$ cat src/rtl/sync_fifo.sv
// sync_fifo: single-clock FIFO with a registered read port and registered status flags.
// Storage is a plain array that is never reset, so it can map onto block RAM.
// The read port uses a registered read. Occupancy is the difference of two wrap-bit
// pointers. Every flag is computed from the next-state occupancy, so the flags
// always agree with count in the same cycle.
module sync_fifo #(
    parameter int DATA_WIDTH = 8,
    parameter int DEPTH      = 16,
    parameter int AF_LEVEL   = DEPTH - 2,
    parameter int AE_LEVEL   = 2
) (
    input  logic                    clock,
    input  logic                    reset,
    input  logic                    wr_en,
    input  logic [DATA_WIDTH-1:0]   wr_data,
    input  logic                    rd_en,
    output logic [DATA_WIDTH-1:0]   rd_data,
    output logic                    rd_valid,
    output logic                    full,
    output logic                    empty,
    output logic                    almost_full,
    output logic                    almost_empty,
    output logic [$clog2(DEPTH):0]  count,
    output logic                    overflow,
    output logic                    underflow
);

    localparam int ADDR_WIDTH = $clog2(DEPTH);

    // Thresholds sized to the pointer/count width so every comparison has matching widths.
    localparam logic [ADDR_WIDTH:0] PTR_ONE   = (ADDR_WIDTH + 1)'(1);
    localparam logic [ADDR_WIDTH:0] DEPTH_CNT = (ADDR_WIDTH + 1)'(DEPTH);
    localparam logic [ADDR_WIDTH:0] AF_CNT    = (ADDR_WIDTH + 1)'(AF_LEVEL);
    localparam logic [ADDR_WIDTH:0] AE_CNT    = (ADDR_WIDTH + 1)'(AE_LEVEL);
    localparam logic [ADDR_WIDTH:0] ZERO_CNT  = '0;

    // Storage array; the contents are deliberately left unreset.
    logic [DATA_WIDTH-1:0] mem [DEPTH];

    // Pointers: the low bits index the array, and the MSB is the wrap bit.
    logic [ADDR_WIDTH:0]   wr_ptr_reg;
    logic [ADDR_WIDTH:0]   wr_ptr_next;
    logic [ADDR_WIDTH:0]   rd_ptr_reg;
    logic [ADDR_WIDTH:0]   rd_ptr_next;
    logic [ADDR_WIDTH:0]   count_reg;
    logic [ADDR_WIDTH:0]   count_next;

    logic [DATA_WIDTH-1:0] rd_data_reg;
    logic                  rd_valid_reg;
    logic                  full_reg;
    logic                  empty_reg;
    logic                  almost_full_reg;
    logic                  almost_empty_reg;
    logic                  overflow_reg;
    logic                  underflow_reg;

    logic                  rd_accept;
    logic                  wr_accept;

    // Accept decisions, next pointers and next occupancy.
    // A read into an empty FIFO is refused, even if a write arrives in the same cycle.
    // A write into a full FIFO goes ahead only when a read frees a slot on the same edge.
    always_comb begin
        rd_accept   = rd_en && !empty_reg;
        wr_accept   = wr_en && (!full_reg || rd_accept);
        wr_ptr_next = wr_ptr_reg;
        rd_ptr_next = rd_ptr_reg;
        if (wr_accept) begin
            wr_ptr_next = wr_ptr_reg + PTR_ONE;
        end
        if (rd_accept) begin
            rd_ptr_next = rd_ptr_reg + PTR_ONE;
        end
        // The modulo-2^(ADDR_WIDTH+1) difference covers 0..DEPTH thanks to the wrap bit.
        count_next = wr_ptr_next - rd_ptr_next;
    end

    // Array write port. This block has no reset, so it can infer RAM.
    // The write is gated off while reset is asserted, so a write in that cycle is ignored.
    always_ff @(posedge clock) begin
        if (!reset && wr_accept) begin
            mem[wr_ptr_reg[ADDR_WIDTH-1:0]] <= wr_data;
        end
    end

    // Registered read port. rd_data keeps its value whenever no read is accepted.
    // When the FIFO is full, a read and a write can hit the same address together.
    // The read then returns the old word, which is the oldest entry.
    always_ff @(posedge clock) begin
        if (reset) begin
            rd_data_reg <= '0;
        end else if (rd_accept) begin
            rd_data_reg <= mem[rd_ptr_reg[ADDR_WIDTH-1:0]];
        end
    end

    // Pointer, occupancy, status flag and event pulse registers.
    always_ff @(posedge clock) begin
        if (reset) begin
            wr_ptr_reg       <= '0;
            rd_ptr_reg       <= '0;
            count_reg        <= '0;
            full_reg         <= 1'b0;
            empty_reg        <= 1'b1;
            almost_full_reg  <= (AF_CNT == ZERO_CNT);
            almost_empty_reg <= 1'b1;
            rd_valid_reg     <= 1'b0;
            overflow_reg     <= 1'b0;
            underflow_reg    <= 1'b0;
        end else begin
            wr_ptr_reg       <= wr_ptr_next;
            rd_ptr_reg       <= rd_ptr_next;
            count_reg        <= count_next;
            full_reg         <= (count_next == DEPTH_CNT);
            empty_reg        <= (count_next == ZERO_CNT);
            almost_full_reg  <= (count_next >= AF_CNT);
            almost_empty_reg <= (count_next <= AE_CNT);
            rd_valid_reg     <= rd_accept;
            overflow_reg     <= wr_en && !wr_accept;
            underflow_reg    <= rd_en && !rd_accept;
        end
    end

    assign rd_data      = rd_data_reg;
    assign rd_valid     = rd_valid_reg;
    assign full         = full_reg;
    assign empty        = empty_reg;
    assign almost_full  = almost_full_reg;
    assign almost_empty = almost_empty_reg;
    assign count        = count_reg;
    assign overflow     = overflow_reg;
    assign underflow    = underflow_reg;

endmodule

$ cat config.mk
export PLATFORM = sky130hd
export DESIGN_NAME = sync_fifo
export DESIGN_NICKNAME = d
export VERILOG_FILES = /design/src/rtl/sync_fifo.sv
export SDC_FILE = /design/constraint.sdc
export NUM_CORES = 1
export LEC_CHECK = 0
export ABC_AREA = 1
export CORE_MARGIN = 5
export CORE_UTILIZATION = 45
export CTS_CLUSTER_DIAMETER = 60
export DETAILED_ROUTE_END_ITERATION = 6
export RECOVER_POWER = 50
export SYNTH_ARGS = -nofsm -noshare
export SYNTH_HDL_FRONTEND = slang
export SYNTH_SLANG_ARGS = --single-unit
$ cat constraint.sdc
create_clock -name clock -period 4.5 [get_ports clock]
set_input_delay 0.45 -clock clock [delete_from_list [all_inputs] [get_ports clock]]
set_output_delay 0.45 -clock clock [all_outputs]
set_load 0.02 [all_outputs]
==> flow_summary.json <==
{
  "ant_nets": 0,
  "cts_buffer_depth": 2,
  "fp-row-count": 44,
  "pin_count": 32,
  "end_kind": "flip-flop",
  "grt_pass1_wl_um": 24000,
  "vias": 4476,
  "htree_levels": 4,
  "portBuffers": 31,
  "final_cell_mix": "edfxtp_1, nor2_1, nand2_1",
  "postSynthAreaPerCell_sq_um": 11.2,
  "start_kind": "flip-flop",
  "top_usage_layer": "met1",
  "crit_buf_inv": 1,
  "path_cells": "ha_1, o21ai_0, ha_1, a21o_1, nand2_1, nand2_1, inv_1, nand2_1, nand2_1, nor2_4, nand2_1, nand2_1",
  "maxCapViolations": 0,
  "status": "finished clean",
  "grt_antenna_before_repair": 0,
  "cts_hold_buffers": 0,
  "slew_viol_final": 0,
  "cp_slowest_stage_delay_ns": 0.73,
  "setup_viol": 0,
  "tritoncts": "done",
  "start_util_pct": 45.5,
  "ys_types": 33,
  "synth-edff-count": 128,
  "use_met1_pct": 28.6,
  "cts_setup_buffers": 0,
  "largest_reg_flops": 128,
  "grt_usage_pct": 19.3,
  "die_w_um": 131,
  "worstMarginPinSlew_ns": 1.06,
  "async_flop_share_pct": 0,
  "insertion_delay_ns": 0.41,
  "grt_pass1_vias": 4198,
  "firstDrtPassIters": 5,
  "power_density_nw_per_um2": 446,
  "tns_ns": 0,
  "skew_ns": 0.00499,
  "yosys_warnings": 0,
  "routabilityCongestion": 0.854,
  "hold_violations": 0,
  "grt_start_max_net_pins": 65,
  "layout_min_cycle_time_ns": 2.87,
  "layout_commonest_cell": "edfxtp_1",
  "r2r_cells": 12,
  "syn-cell-area_sq_um": 6540,
  "r2r_end": "empty$_SDFF_PP1_",
  "ctsResizeCount": 0,
  "dpl.hpwl_um": 10100,
  "via_per_inst": 5.55,
  "coreArea_sq_um": 14400,
  "vdd_drop_max_mv": 0.233,
  "wl_per_cell_um": 19.4,
  "routed_wl_um": 15600,
  "grt_use_met3_pct": 3.41,
  "cts_made_buffers": 17,
  "cp_common_cell": "nand2_1",
  "rsz0062_at_grt": "false",
  "p_leak_nw": 2.71,
  "slowest_stage": "dfxtp_1",
  "synth_flop_cell": "edfxtp_1",
  "root_buffer": "clkbuf_16",
  "path_max_fanout": 15,
  "cts.sinks": 158,
  "layout-drive-gt1-share_pct": 9.63,
  "power_mw": 3.35,
  "ys_seq_area_share_pct": 68.0,
  "first_iter_violations": 372,
  "syn-num-nets": 606,
  "min-delay-start": "empty$_SDFF_PP1_",
  "antenna_cells": 0,
  "die_h_um": 131,
  "fin_nets": 633,
  "min_path_type": "flip-flop to flip-flop",
  "whs_path_depth": 2,
  "area_delta_synth_final_pct": 14.9,
  "path_delay_family": "compound AO/OA/AOI/OAI gates",
  "worstPathArrival_ns": 3.15,
  "slew_headroom_pct": 29.1,
  "max_freq_ghz": 0.349,
  "drc": 0,
  "worstSetupPathType": "flip-flop to flip-flop",
  "crit_required_ns": 4.78,
  "die_area_sq_um": 17000,
  "r2r_slack_ns": 1.63,
  "rr_startpoint": "rd_ptr_reg[1]$_SDFF_PP0_",
  "hold_path_end": "underflow$_SDFF_PP0_",
  "ys_seq_elements": 158,
  "synthCells": 585,
  "cts.clk_slew.worst_paths_ns": 0.06,
  "min_period_over_period_pct": 63.8,
  "use_met2_pct": 28.4,
  "overflow": 0
}
## power breakdown
group | switching (mW) | internal (mW) | total [mW]
Sequential | 0.0355 | 1.62 | 1.66
Combinational | 0.269 | 0.138 | 0.407
Clock | 0.525 | 0.761 | 1.29
Total | 0.830 | 2.52 | 3.35
## cells by family (layout without fill, tap and decap cells)
family                     count (synthesis)  count (layout)  share of synthesized area, %
and+or+nand+nor                          230             230                          15.1
DFF                                      158             158                          68.0
AOI/OAI and AO/OA                        129             129                          11.4
buffers and inverters                     58              96                          3.62
adders and majority gates                  9               9                          1.84
xor gates and xnor gates                   1               1                         0.134
## layout make-up
class / instances / area, sq um
inverters: 30 / 115
well taps: 184 / 230
clock inverters: 9 / 73.8
flip-flops and latches: 158 / 4450
multi-input cells: 369 / 1860
clock buffers: 21 / 450
fillers: 1220 / 6850
repair buffers: 36 / 344
## metrics by stage
step | cell area (sq um) | hold WS [ns] | setup WS, ns | utilization (%) | cells
floorplan | 6540 | 0.531 | 2.27 | - | 585
global placement | 7000 | 0.477 | 1.63 | 48.7 | 777
detailed placement | 7000 | 0.491 | 1.54 | 48.7 | 777
CTS | 7520 | 0.502 | 1.70 | 52.4 | 807
global route | 7520 | 0.533 | 1.45 | 52.3 | 807
finish | 7520 | 0.491 | 1.63 | 52.3 | 807
## tightest hold or removal path, stage by stage, from the launching register on
cell and delay (ns):
dfxtp_1 0.34, nand2_1 0.08, nor2_1 0.04
## per-layer routing
| layer | share of wire (%) | vias to the layer above |
|---|---|---|
| li1 | - | 2114 |
| met1 | 46 | 2181 |
| met2 | 45 | 159 |
| met3 | 6.4 | 22 |
| met4 | 2.3 | 0 |
| met5 | 0 | - |
## synth_stat cells, types with 7 or more instances
master    instances  area (sq um)
nand2_2           7          43.8
inv_1            20          75.1
ha_1              8           100
clkbuf_1         22          82.6
dfxtp_1          30           601
inv_2             8          30.0
nand3_1          16          80.1
o221ai_1         14           123
nor2_1          102           383
nand2_1          87           327
o22ai_1          18           113
edfxtp_1        128          3840
a21oi_1          17          85.1
o21ai_0          75           375
## worst max-delay path by stage
stage,cells after the start,from,to,slack (ns)
floorplan,14,empty$_SDFF_PP1_,empty$_SDFF_PP1_,2.27
detailed placement,7,rd_en,mem[9][0]$_DFFE_PP_,1.54
global placement,13,rd_en,empty$_SDFF_PP1_,1.63
CTS,12,rd_ptr_reg[1]$_SDFF_PP0_,empty$_SDFF_PP1_,1.70
global route,12,rd_ptr_reg[1]$_SDFF_PP0_,almost_full$_SDFF_PP0_,1.45
finish,12,rd_ptr_reg[1]$_SDFF_PP0_,empty$_SDFF_PP1_,1.63
(Power assumes the default switching activity.)
